**src/rtl/gpr_file_pkg.sv**
```systemverilog
// Shared definitions for the integer register file: address/data types and constants.
package gpr_file_pkg;

    localparam int unsigned GPR_XLEN   = 32;
    localparam int unsigned GPR_NREG   = 32;
    localparam int unsigned REG_AW     = $clog2(GPR_NREG);

    typedef logic [REG_AW-1:0]   reg_addr_t;
    typedef logic [GPR_XLEN-1:0] reg_word_t;

    localparam logic      ENABLE       = 1'b1;
    localparam logic      DISABLE      = 1'b0;
    localparam reg_word_t ZERO_WORD    = '0;
    localparam reg_addr_t NOP_REG_ADDR = '0;

    // True when an enabled write targets the given read index.
    function automatic logic addr_hit(input logic we, input reg_addr_t waddr, input reg_addr_t raddr);
        return (we == ENABLE) && (waddr == raddr);
    endfunction

endpackage

```
**src/rtl/gpr_read_port.sv**
```systemverilog
// One combinational read port with reset, enable, x0 and write-through priority.
module gpr_read_port
    import gpr_file_pkg::*;
#(
    parameter int unsigned XLEN   = GPR_XLEN,
    parameter bit          BYPASS = 1'b1
) (
    input  logic            rst,
    input  logic            re,
    input  reg_addr_t       raddr,
    input  logic            we,
    input  reg_addr_t       waddr,
    input  logic [XLEN-1:0] wdata,
    input  logic [XLEN-1:0] store_data,
    output logic [XLEN-1:0] rdata
);

    // Priority mux: reset, disabled port and x0 all read zero; bypass beats storage.
    always_comb begin
        rdata = '0;
        if (rst == ENABLE) begin
            rdata = '0;
        end else if (re == DISABLE) begin
            rdata = '0;
        end else if (raddr == NOP_REG_ADDR) begin
            rdata = '0;
        end else if (BYPASS && addr_hit(we, waddr, raddr)) begin
            rdata = wdata;
        end else begin
            rdata = store_data;
        end
    end

endmodule

```
**src/rtl/gpr_file.sv**
```systemverilog
// Architectural register file x0..x31: one write port, two combinational read ports.
module gpr_file
    import gpr_file_pkg::*;
#(
    parameter int unsigned XLEN   = GPR_XLEN,
    parameter int unsigned NREG   = GPR_NREG,
    parameter bit          BYPASS = 1'b1
) (
    input  logic            clk,
    input  logic            rst,
    input  logic            we_i,
    input  reg_addr_t       waddr_i,
    input  logic [XLEN-1:0] wdata_i,
    input  logic            re1_i,
    input  reg_addr_t       raddr1_i,
    output logic [XLEN-1:0] rdata1_o,
    input  logic            re2_i,
    input  reg_addr_t       raddr2_i,
    output logic [XLEN-1:0] rdata2_o
);

    logic [XLEN-1:0] regs [NREG];

    // Storage: synchronous clear on reset; x0 is never written so it stays zero.
    always_ff @(posedge clk) begin
        if (rst == ENABLE) begin
            for (int unsigned i = 0; i < NREG; i++) begin
                regs[i] <= '0;
            end
        end else if ((we_i == ENABLE) && (waddr_i != NOP_REG_ADDR)) begin
            regs[waddr_i] <= wdata_i;
        end
    end

    gpr_read_port #(
        .XLEN       (XLEN),
        .BYPASS     (BYPASS)
    ) u_rport1 (
        .rst        (rst),
        .re         (re1_i),
        .raddr      (raddr1_i),
        .we         (we_i),
        .waddr      (waddr_i),
        .wdata      (wdata_i),
        .store_data (regs[raddr1_i]),
        .rdata      (rdata1_o)
    );

    gpr_read_port #(
        .XLEN       (XLEN),
        .BYPASS     (BYPASS)
    ) u_rport2 (
        .rst        (rst),
        .re         (re2_i),
        .raddr      (raddr2_i),
        .we         (we_i),
        .waddr      (waddr_i),
        .wdata      (wdata_i),
        .store_data (regs[raddr2_i]),
        .rdata      (rdata2_o)
    );

endmodule
```
**config.mk**
```make
export PLATFORM = sky130hd
export DESIGN_NAME = gpr_file
export DESIGN_NICKNAME = d
export VERILOG_FILES = /design/src/rtl/gpr_file_pkg.sv /design/src/rtl/gpr_read_port.sv /design/src/rtl/gpr_file.sv
export SDC_FILE = /design/constraint.sdc
export NUM_CORES = 2
export LEC_CHECK = 0
export ABC_AREA = 0
export BUFFER_PORTS_ARGS = -buffer_cell sky130_fd_sc_hd__buf_2
export CAP_MARGIN = 20
export CORE_MARGIN = 1
export CORE_UTILIZATION = 54
export CTS_CLUSTER_DIAMETER = 50
export CTS_CLUSTER_SIZE = 12
export DETAILED_ROUTE_END_ITERATION = 8
export PLACE_DENSITY = 0.8
export SYNTH_ARGS = -nofsm -noshare
export SYNTH_HDL_FRONTEND = slang
export SYNTH_SLANG_ARGS = --single-unit
```
**constraint.sdc**
```tcl
create_clock -name clk -period 5.75 [get_ports clk]
set_input_delay 0.575 -clock clk [delete_from_list [all_inputs] [get_ports clk]]
set_output_delay 0.575 -clock clk [all_outputs]
set_load 0.02 [all_outputs]
```
==> flow_summary_export.csv <==
group,metric,value,unit
run_status,outcome,"finished clean",
finish,layout-drive-gt1-share,22.5,%
timing,rsz_0062_raised_after_global_routing,"false",
global_route,first_global_vias,37600,
timing,timing_hold_violations_final,0,
yosys,netlist_instances,3850,
placed_design,pre_cts_ws,1.48,ns
floorplan,die_height,322,um
finish,biggestRegsByFlops,"regs: 1024 flops",
cts,htree_levels,3,
yosys,yosys_most_used_dff,"sky130_fd_sc_hd__edfxtp_1",
critical_path,startpoint_type,"input pin",
critical_path,worstSetupEndpointType,"output port",
timing,min_period,4.44,ns
cts,ctsResizeCount,0,
finish,largest-register,"regs",
critical_path,cpMostUsedCell,"sky130_fd_sc_hd__buf_4",
floorplan,boundaryPins,116,
timing,final.hold.worst_slack,0.310,ns
finish,register_area,30700,um2
cts,cts_tree,"yes",
yosys,async_reset_ff_share,0,%
finish,largest_register_ff_count,1024,
cts,post-cts-setup-buffer-count,0,
yosys,syn_avg_cell_area,14.3,um2
timing,setup-violations-final,0,
critical_path,setup.worst_path.class,"input pin to output port",
min_path,hp-class,"input pin to flop",
floorplan,starting_density_of_the_core,54.8,%
yosys,synth_sequential_area_ratio,55.7,%
routing,vias_per_cell,7.31,
timing,postLayoutSetupSlackWorst,1.31,ns
floorplan,floorplan.die_area,103000,um2
global_route,grt_start_max_net_pins,104,
pwr,power.leakage,21.1,nW
finish,final_common_cell,"sky130_fd_sc_hd__edfxtp_1",
cts,ctsHoldBuffers,0,
placed_design,dp.final_hpwl,109,mm
finish,multi_input_gate_area,23000,um2
critical_path,worst-endpoint-required,5.18,ns
placed_design,dpl.cell_count,5061,
global_route,grt.total_usage,35.9,%
cts,path_clk_slew,0.06,ns
routing,totalWireLength,186,mm
floorplan,coreArea,101000,um2
cts,clockBufferDepth,3,
critical_path,critPathMaxStageDelay,0.76,ns
critical_path,crit_chain,"buf_4, xor2_1, nor4_1, nand3_4, buf_4, nand4_1, o2111a_1, buf_2",
timing,maxClockFrequency,0.225,GHz
yosys,synth-seq-cells,1024,
timing,timing_max_transition_violations_final,0,
finish,layout_common_cells,"sky130_fd_sc_hd__edfxtp_1, sky130_fd_sc_hd__and2_1, sky130_fd_sc_hd__mux4_2",
cts,clock_sink_count,1024,
routing,detailroute.via_count,38300,
timing,worst_slew_pin_tran,1.27,ns
floorplan,die-width,322,um
cts,tritoncts.num_buffers,108,
global_route,grt_antenna_before_repair,19,
yosys,synth_area,55200,um2
finish,finish.net_count,3868,
routing,wire_per_inst,35.4,um
pwr,power_density,292,nW/um2
global_route,grt.overflow.total,0,
timing,slew_headroom,15.2,%
finish,flow.area_growth_from_synthesis,9.72,%
yosys,netlist-cell-type-count,48,
routing,ant_nets,0,
cts,clk_root_buffer_cell,"sky130_fd_sc_hd__clkbuf_16",
routing,pre_antenna_drt_iters,6,
critical_path,cp_max_fo,37,
finish,nFillCells,7388,
floorplan,fp-row-count,116,
timing,period_share,77.3,%
finish,finalCoreUtilization,60.1,%
placed_design,finalWeightedCongestion,0.915,
critical_path,arrival,3.87,ns
placed_design,numPortBuffers,115,
finish,final_cells,5241,
critical_path,timing.critical_path.slowest_stage_cell,"sky130_fd_sc_hd__nor4_1",
routing,route.detailed.drc,0,
pwr,vdd.ir_drop.worst,258,uV
global_route,grt_pass1_wl,262,mm
yosys,yosysWarningCount,0,
timing,finalSetupTns,0,ns
routing,drt_first_iter_violations,7088,
flow_run,maxCapViolations,0,
yosys,synth_enable_flop_cells,1024,
report_power, final:
| group | switching (W) | leakage [nW] | total (W) | internal, W |
|---|---|---|---|---|
| Clock | 0.00296 | 1.58 | 0.00666 | 0.00370 |
| Sequential | 0.000214 | 9.75 | 0.00884 | 0.00863 |
| Combinational | 0.00132 | 9.78 | 0.00216 | 0.000832 |
| Total | 0.00450 | 21.1 | 0.0177 | 0.0132 |
worst max-delay path: cells and delay by family:
family,cells,cell delay [ns]
simple gates,3,1.56
compound gates,1,0.30
xor+xnor,1,0.16
buf+inv,3,1.21
final timing paths:
check / cells past startpoint / start / endpoint
worst min-delay path: 1 / rst / regs[0][4]$_SDFFCE_PN0P_
worst max-delay path: 8 / raddr1_i[2] / rdata1_o[7]
cell type report:
cell class / count / area share, %
diodes: 10 / 0.0413
clock buffers: 124 / 4.67
clock inverters: 44 / 0.653
inverters: 7 / 0.0475
multi-input cells: 2429 / 38.0
flip-flops and latches: 1024 / 50.8
well taps: 1357 / 2.81
repair buffers: 246 / 3.01
cells by family (layout without fill, tap and decap cells):
kind of cell              count (synthesis)  in the layout  synth area share (%)
and+or+nand+nor                        1245           1245                  13.6
DFF                                    1024           1024                  55.7
muxes                                   661            661                  20.5
AOI/OAI and AO/OA                       481            481                  6.58
buffers and inverters                   428            421                  3.40
xor gates and xnor gates                 10             10                 0.159
other                                     1             42               0.00680
synth_stat cells (30+ instances only):
master | instances | area, um2
sky130_fd_sc_hd__a21oi_1 | 64 | 320
sky130_fd_sc_hd__a221o_1 | 35 | 350
sky130_fd_sc_hd__a221oi_1 | 79 | 692
sky130_fd_sc_hd__a22oi_1 | 92 | 691
sky130_fd_sc_hd__a32o_1 | 31 | 310
sky130_fd_sc_hd__and2_1 | 995 | 6220
sky130_fd_sc_hd__buf_2 | 58 | 290
sky130_fd_sc_hd__clkbuf_1 | 302 | 1130
sky130_fd_sc_hd__edfxtp_1 | 1024 | 30700
sky130_fd_sc_hd__mux2_2 | 32 | 360
sky130_fd_sc_hd__mux2i_1 | 256 | 2560
sky130_fd_sc_hd__mux4_2 | 373 | 8400
sky130_fd_sc_hd__nand2_1 | 46 | 173
sky130_fd_sc_hd__nor2_1 | 76 | 285
sky130_fd_sc_hd__o211ai_1 | 30 | 225
sky130_fd_sc_hd__o21ai_0 | 34 | 170
sky130_fd_sc_hd__o22ai_1 | 80 | 500
sky130_fd_sc_hd__or2_2 | 33 | 206
sky130_fd_sc_hd__or3_1 | 33 | 206
through the flow:
step	power [W]	area [um2]
2_1_floorplan	0.0103	55300
3_3_place_gp	0.0110	57200
3_5_place_dp	0.0111	57200
4_1_cts	0.0175	60500
5_1_grt	0.0180	60500
6_report	0.0177	60500
per-layer routing:
metal	global-route usage (%)	wire length [um]
met5	0.142	34
met2	53.3	83100
met3	11.8	29600
met1	45.1	60500
met4	23.4	12500
Note: power is estimated with default switching activity, not from simulation.
